File: src/rtl/display_pkg.sv
// display_pkg: shared types and segment constants for the display arbiter
package display_pkg;
    typedef logic [3:0][7:0] seg_frame_t;
    typedef enum logic [1:0] {IDLE, NOTE, MSG} disp_arb_state_t;
    localparam logic [7:0] SEG_BLANK = 8'hFF;
    localparam logic [7:0] SEG_DASH  = 8'hBF;
endpackage

File: src/rtl/scan_prescaler.sv
// scan_prescaler: divides clk down to a one-cycle digit-step tick every SCAN_DIV cycles
module scan_prescaler #(
    parameter int SCAN_DIV = 262144
) (
    input  logic clk,
    input  logic rst_n,
    output logic tick
);
    localparam int W = $clog2(SCAN_DIV);
    logic [W-1:0] r_cnt;
    assign tick = (r_cnt == W'(SCAN_DIV - 1));
    // count 0..SCAN_DIV-1 and wrap on the tick cycle
    always_ff @(posedge clk or negedge rst_n) begin
        if (!rst_n) r_cnt <= '0;
        else        r_cnt <= tick ? '0 : r_cnt + 1'b1;
    end
endmodule

File: src/rtl/display_arbiter.sv
// display_arbiter: shares the 4-digit 7-segment display between note view and buffered messages; DISPLAY_ARB_RETRIGGER_EN lets a new message replace one on screen
module display_arbiter
    import display_pkg::*;
#(
    parameter int SCAN_DIV   = 262144,
    parameter int HOLD_TICKS = 1024
) (
    input  logic        clk,
    input  logic        rst_n,
    input  logic        note_valid,
    input  logic [31:0] note_seg,
    input  logic        msg_req,
    input  logic [31:0] msg_seg,
    output logic        msg_ack,
    output logic        busy,
    output logic [3:0]  an,
    output logic [7:0]  seg
);
    localparam int HW = $clog2(HOLD_TICKS + 1);
`ifdef DISPLAY_ARB_RETRIGGER_EN
    localparam bit RETRIG = 1'b1;
`else
    localparam bit RETRIG = 1'b0;
`endif

    logic             w_tick;
    disp_arb_state_t  r_state, w_state_nxt;
    logic [HW-1:0]    r_hold, w_hold_nxt;
    seg_frame_t       r_buf, w_buf_nxt, w_frame;
    logic             r_run, w_run;
    logic [1:0]       r_digit, w_digit_nxt;
    logic             r_ack, r_busy;
    logic [3:0]       r_an;
    logic [7:0]       r_seg;
    logic             w_accept, w_expire;

    scan_prescaler #(.SCAN_DIV(SCAN_DIV)) u_prescaler (
        .clk   (clk),
        .rst_n (rst_n),
        .tick  (w_tick)
    );

    assign msg_ack = r_ack;
    assign busy    = r_busy;
    assign an      = r_an;
    assign seg     = r_seg;

    // next state, hold counter, buffer and scan position; the ack cycle is excluded so a still-high request is not taken twice
    always_comb begin
        w_accept    = msg_req && !r_ack && (r_state != MSG || RETRIG);
        w_expire    = (r_state == MSG) && w_tick && (r_hold == HW'(HOLD_TICKS - 1));
        w_state_nxt = note_valid ? NOTE : IDLE;
        w_hold_nxt  = r_hold;
        w_buf_nxt   = r_buf;
        if (w_accept) begin
            w_state_nxt = MSG;
            w_hold_nxt  = '0;
            w_buf_nxt   = msg_seg;
        end else if (r_state == MSG) begin
            w_state_nxt = w_expire ? (note_valid ? NOTE : IDLE) : MSG;
            w_hold_nxt  = w_expire ? '0 : (w_tick ? r_hold + 1'b1 : r_hold);
        end
        w_frame     = (r_state == MSG)  ? r_buf :
                      (r_state == NOTE) ? seg_frame_t'(note_seg) : {4{SEG_DASH}};
        w_run       = r_run | w_tick;
        w_digit_nxt = (w_tick && r_run) ? r_digit + 2'd1 : r_digit;
    end

    // state register plus registered outputs; an and seg are loaded from the same digit so they always move together
    always_ff @(posedge clk or negedge rst_n) begin
        if (!rst_n) begin
            r_state <= IDLE;
            r_hold  <= '0;
            r_buf   <= {4{SEG_BLANK}};
            r_run   <= 1'b0;
            r_digit <= 2'd0;
            r_ack   <= 1'b0;
            r_busy  <= 1'b0;
            r_an    <= 4'hF;
            r_seg   <= SEG_BLANK;
        end else begin
            r_state <= w_state_nxt;
            r_hold  <= w_hold_nxt;
            r_buf   <= w_buf_nxt;
            r_run   <= w_run;
            r_digit <= w_digit_nxt;
            r_ack   <= w_accept;
            r_busy  <= (w_state_nxt == MSG);
            r_an    <= w_run ? ~(4'b0001 << w_digit_nxt) : 4'hF;
            r_seg   <= w_run ? w_frame[w_digit_nxt] : SEG_BLANK;
        end
    end
endmodule
File: config.mk
export PLATFORM = sky130hd
export DESIGN_NAME = display_arbiter
export DESIGN_NICKNAME = d
export VERILOG_FILES = /design/src/rtl/display_pkg.sv /design/src/rtl/scan_prescaler.sv /design/src/rtl/display_arbiter.sv
export SDC_FILE = /design/constraint.sdc
export NUM_CORES = 1
export LEC_CHECK = 0
export CAP_MARGIN = 20
export CELL_PAD_IN_SITES_DETAIL_PLACEMENT = 1
export CELL_PAD_IN_SITES_GLOBAL_PLACEMENT = 2
export CORE_MARGIN = 3
export CORE_UTILIZATION = 35
export CTS_BUF_LIST = sky130_fd_sc_hd__clkbuf_8
export DETAILED_ROUTE_END_ITERATION = 10
export GPL_TIMING_DRIVEN = 1
export PLACE_DENSITY = 0.88
export SLEW_MARGIN = 30
export SYNTH_ARGS = -nofsm -noshare
export SYNTH_HDL_FRONTEND = slang
export SYNTH_SLANG_ARGS = --single-unit
File: constraint.sdc
create_clock -name clk -period 6.47 [get_ports clk]
set_input_delay 1.294 -clock clk [delete_from_list [all_inputs] [get_ports clk]]
set_output_delay 1.294 -clock clk [all_outputs]
set_load 0.01 [all_outputs]
Word level (Yosys, flattened, before mapping). Index checks and enable logic that the tools add are counted.

Register bits: 80. Output and inout port bits: 14. Input bits: 68.

Bitwise operators: 2. Eq/ne operators: 6. Reduce and logical (&&, ||, !) cells: 9. Mux-type cells: 16. Shift-type cells: 1. Magnitude comparators: 1. Add/sub/neg operators: 3.

Operator list (count): $mux W32 (2); $mux W11 (4); $add A18 B1 Y18 const B (1); $eq A18 B18 Y1 const B (1); $mux W18 (1); $bmux W8 S2 (1); $mux W8 (2); $add A11 B1 Y11 const B (1); $eq A11 B10 Y1 const B (1); $mux W2 (4); $logic_and A1 B1 Y1 (5); $eq A2 B2 Y1 const B (2); $mux W4 (1); $not A4 Y4 (1); $shl A1 B2 Y4 const A (1); $lt A2 B3 Y1 const B (1); $reduce_bool A3 Y1 (1); $add A2 B1 Y2 const B (1); $eq A2 B1 Y1 const B (1); $ne A2 B2 Y1 const B (1); $reduce_and A2 Y1 (1); $reduce_bool A2 Y1 (1); $logic_not A1 Y1 (1); $mux W1 (1); $or A1 B1 Y1 (1).

Logic depth before layout (Yosys ltp).
Word-level depth: 7. Depth in mapped cells: 8.

Modules after synthesis. A second synthesis with hierarchy kept.

Cell total of the unflattened synthesis: 386. Area total of the unflattened synthesis: 3854.9 um2.

Modules (own cells, without submodules): display_arbiter (cells each 310, times used 1, area an instance 2985.4 um2); scan_prescaler (cells each 76, times used 1, area an instance 869.6 um2).

Worst setup path before layout. OpenSTA, ideal clock, no wires.

Kind: flip-flop to flip-flop. From: reg u_prescaler.r_cnt[0]. To: reg r_hold[8]. Path buffers: 2. Required time: 6.334 ns. Cell stages (with the launch flop): 9. Slack: 4.212 ns. Arrival: 2.122 ns. Cell sequence: dfrtp_1 -> ha_1 -> nand2_1 -> or4_1 -> buf_2 -> or3_4 -> buf_2 -> o41ai_1 -> a21oi_1.

Longest elaborated chain between the ends: 6. Elaborated cells on any way between the ends: 8.

RTL lines: start: declaration (line scan_prescaler.sv:10) `logic [W-1:0] r_cnt;`; start signal: assignment (line scan_prescaler.sv:15) `else r_cnt <= tick ? '0 : r_cnt + 1'b1;`; $eq A18 B18 Y1 * (line scan_prescaler.sv:11) `assign tick = (r_cnt == W'(SCAN_DIV - 1));`; $logic_and A1 B1 Y1 (2 in a row) (line display_arbiter.sv:51) `w_expire = (r_state == MSG) && w_tick && (r_hold == HW'(HOLD_TICKS - 1));`; $mux W11 (line display_arbiter.sv:61) `w_hold_nxt = w_expire ? '0 : (w_tick ? r_hold + 1'b1 : r_hold);`; $mux W11 (line display_arbiter.sv:59) `end else if (r_state == MSG) begin`; $mux W11 (line display_arbiter.sv:55) `if (w_accept) begin`; end signal: assignment (line display_arbiter.sv:83) `r_hold <= w_hold_nxt;`; end: declaration (line display_arbiter.sv:28) `logic [HW-1:0] r_hold, w_hold_nxt;`.

Mark *: on every way between the ends. The rest lies on a longest branch, timed or not. The select of a mux whose other input is x is not followed. A chain may end at the register's enable or synchronous reset.

Worst setup path in the final report.
From: reg u_prescaler.r_cnt[8]. To: reg r_seg[5] (netlist: seg[5]).

Longest elaborated chain between the ends: 6. Elaborated cells on any way between the ends: 7.

RTL lines: $eq A18 B18 Y1 * (line scan_prescaler.sv:11); $logic_and A1 B1 Y1 (line display_arbiter.sv:66) `w_digit_nxt = (w_tick && r_run) ? r_digit + 2'd1 : r_digit;`; $mux W2 (line display_arbiter.sv:66); $bmux W8 S2 (line display_arbiter.sv:90) `r_seg <= w_run ? w_frame[w_digit_nxt] : SEG_BLANK;`; $mux W8 (not written as such) (line display_arbiter.sv:90); $mux W8 * (line display_arbiter.sv:90); end signal: assignment (line display_arbiter.sv:90); end: declaration (line display_arbiter.sv:34) `logic [7:0] r_seg;`.

Marked as above.

==> flow_summary.yaml <==
synthesis:
  ys_types: 46
  ys_ff_latch: 80
  synth_edf_count: 0
  async_reset_ff_share_pct: 100.0
  avgSynthCellArea_um2: 8.847
  syn-num-nets: 581
  ys_warn_count: 0
  synth_ff_type: "dfstp_2"
  synthesis.area_mm2: 0.004521
  synth_cells: 511
  ys_seq_area_share_pct: 45.50
floorplanning:
  row_count: 40
  initial_core_util_pct: 36.72
  die-area_mm2: 0.01432
  num_io_pins: 82
  fp.coreArea_mm2: 0.01231
  die_h_um: 119.7
  die-width_um: 119.7
hold_path:
  min_from: "r_buf[7]"
  hold_depth: 2
  min_path_type: "flip-flop to flip-flop"
  hold_path_end: "r_buf[7]"
setup_path:
  critical_path.startpoint: "u_prescaler.r_cnt[8]"
  cp_max_fo: 22
  arrival_ps: 3210
  crit_path_start_kind: "flip-flop"
  critPathKind: "flip-flop to flip-flop"
  r2r_slack_ps: 3510
  r2r_cells: 5
  endpoint_kind: "flip-flop"
  timing.rr.start: "u_prescaler.r_cnt[8]"
  r2r_end: "seg[5]"
  crit_required_ps: 6720
cells_and_area:
  layout-drive-gt1-share_pct: 13.61
  syn_to_final_growth_pct: 23.97
  antenna_cells: 0
  final_cell_mix: "120 x nand2_1, 80 x clkdlybuf4s50_1, 44 x dfstp_2"
  final_common_cell: "nand2_1"
  fillers: 1455
  nNetsFinal: 638
sta:
  layout_min_cycle_time_ps: 2959
  rsz0062_at_grt: "no"
  max-slew-margin-rel_pct: 38.20
  worstMarginPinSlew_ps: 927.0
  fin_skew_ps: 13.57
  fin_ws_ps: 3511
  timing.final.crit_share_pct: 45.73
  tns_ps: 0
  fmax_ghz: 0.3380
  slew_violations: 0
  hold_violations: 0
  setup_viol: 0
power:
  ir_drop_v: 0.00007923
  power_leakage_nw: 2.128
  power_density_mw_per_mm2: 159.9
grt:
  grt_usage_pct: 20.29
  grt_pass1_wl_um: 23180
  grt_pass1_vias: 4403
  antenna_found_initial: 0
  grt_max_degree: 81
  grt_overflow_total: 0
clock_network:
  cts.sinks: 80
  cts_buffers: 9
  postCtsResizedCells: 0
  clk_latency_ps: 370
  cts_tree: "built"
  cts-root-buf: "clkbuf_8"
  cts.path.max_buffers: 2
  cts_setup_buffers: 0
  cts_hold_buf: 0
  cts_max_level: 3
  clk_pin_slew_ps: 80
routing:
  drtAntennaViolNets: 0
  drt-wirelength-per-cell_um: 19.25
  vias_per_cell: 5.605
  drt_first_pass_iters: 4
  wl_um: 14260
  drt_iter0_markers: 227
  dr_total_vias: 4153
  drc: 0
placed_design:
  gp_congestion: 0.8305
  portBuffers: 81
  pre_cts_slack_ps: 3469
  dpl.hpwl_um: 10210
run:
  cap_violations: 0
run_status:
  run_status: "completed"
[per-stage QoR]
stage | hold WS (ps) | total power [mW] | area, um2 | instances | utilization (%)
2_1_floorplan | 432.9 | 0.5116 | 4521 | 511 | -
6_report | 461.9 | 0.8963 | 5604 | 741 | 45.52
3_3_place_gp | 445.3 | 0.5659 | 5415 | 725 | 43.98
5_1_grt | 483.3 | 0.9326 | 5604 | 741 | 45.52
4_1_cts | 465.7 | 0.9114 | 5598 | 741 | 45.47
3_5_place_dp | 451.8 | 0.5667 | 5424 | 725 | 44.05
[synthesized netlist by cell type, types with 4 or more instances]
master    instances  area, um2
nor4_1           11      68.82
and3b_1           4      35.03
buf_1             7      26.28
o21ai_0          30      150.1
dfstp_2          44       1156
a21oi_1          17      85.08
inv_1             7      26.28
nand4_1          16      100.1
and3_1            8      50.05
a211oi_1          8      60.06
nor2_1           22      82.58
nor2b_1           5      31.28
mux2_2            7      78.83
o22ai_1          15      93.84
nand3_1          14      70.07
xnor2_1           9      78.83
xor2_1            8      70.07
o221ai_1         21      183.9
clkbuf_1         28      105.1
and2_1            4      25.02
mux2i_1          17      170.2
nand2_1         120      450.4
nor3_1            5      25.02
dfrtp_1          36      900.9
a221o_1           9      90.09
[worst max-delay path by stage]
| stage | depth (start not counted) | to |
|---|---|---|
| 2_1_floorplan | 8 | r_hold[8] |
| 3_3_place_gp | 6 | r_buf[27] |
| 3_5_place_dp | 6 | r_buf[10] |
| 4_1_cts | 5 | seg[5] |
| 5_1_grt | 5 | seg[5] |
| 6_report | 5 | seg[5] |
[area by class of cell]
type / instances / area (um2) / area share [%]
Multi-Input combinational cell: 386 / 2302 / 41.08
Inverter: 7 / 26.28 / 0.4689
Clock buffer: 10 / 137.6 / 2.456
Clock inverter: 6 / 36.28 / 0.6475
Tap cell: 168 / 210.2 / 3.751
Sequential cell: 80 / 2057 / 36.70
Timing Repair Buffer: 84 / 834.6 / 14.89
[cell families after synthesis]
kind of cell	count (synthesis)	synth area share, %
mux	24	5.508
flops	80	45.50
fa+ha+maj	2	0.5535
xor+xnor	17	3.294
compound gates	113	16.86
buf+inv	45	3.820
simple gates	230	24.47
[per-layer routing]
layer / GRT usage (%) / routed length, um / vias to the layer above
li1: - / - / 1962
met1: 27.71 / 6699 / 2064
met2: 32.59 / 6646 / 108
met3: 4.147 / 683 / 19
met4: 6.013 / 234 / 0
met5: 0 / 0 / -
[worst max-delay path: stages (launching register included)]
cell,delay [ps]
dfrtp_1,450
and4_1,300
and4_1,830
nand2_1,540
mux2_2,430
o221ai_1,280
[registers in the layout, indices dropped and copies added, names as in the netlist]
name,cells
u_prescaler.r_cnt,18
r_state,2
r_digit,2
msg_ack,1
an,4
r_run,1
r_hold,11
r_buf,32
seg,8
busy,1
[where the power goes]
group	switching (mW)	internal [mW]	total (mW)	leakage [nW]
sequential	0	0.501	0.501	0.887
combinational	0.0194	0.0366	0.0560	1.16
clock	0.192	0.147	0.339	0.0855
total	0.212	0.685	0.896	2.13
No activity file was read; power rests on OpenSTA's default activity.
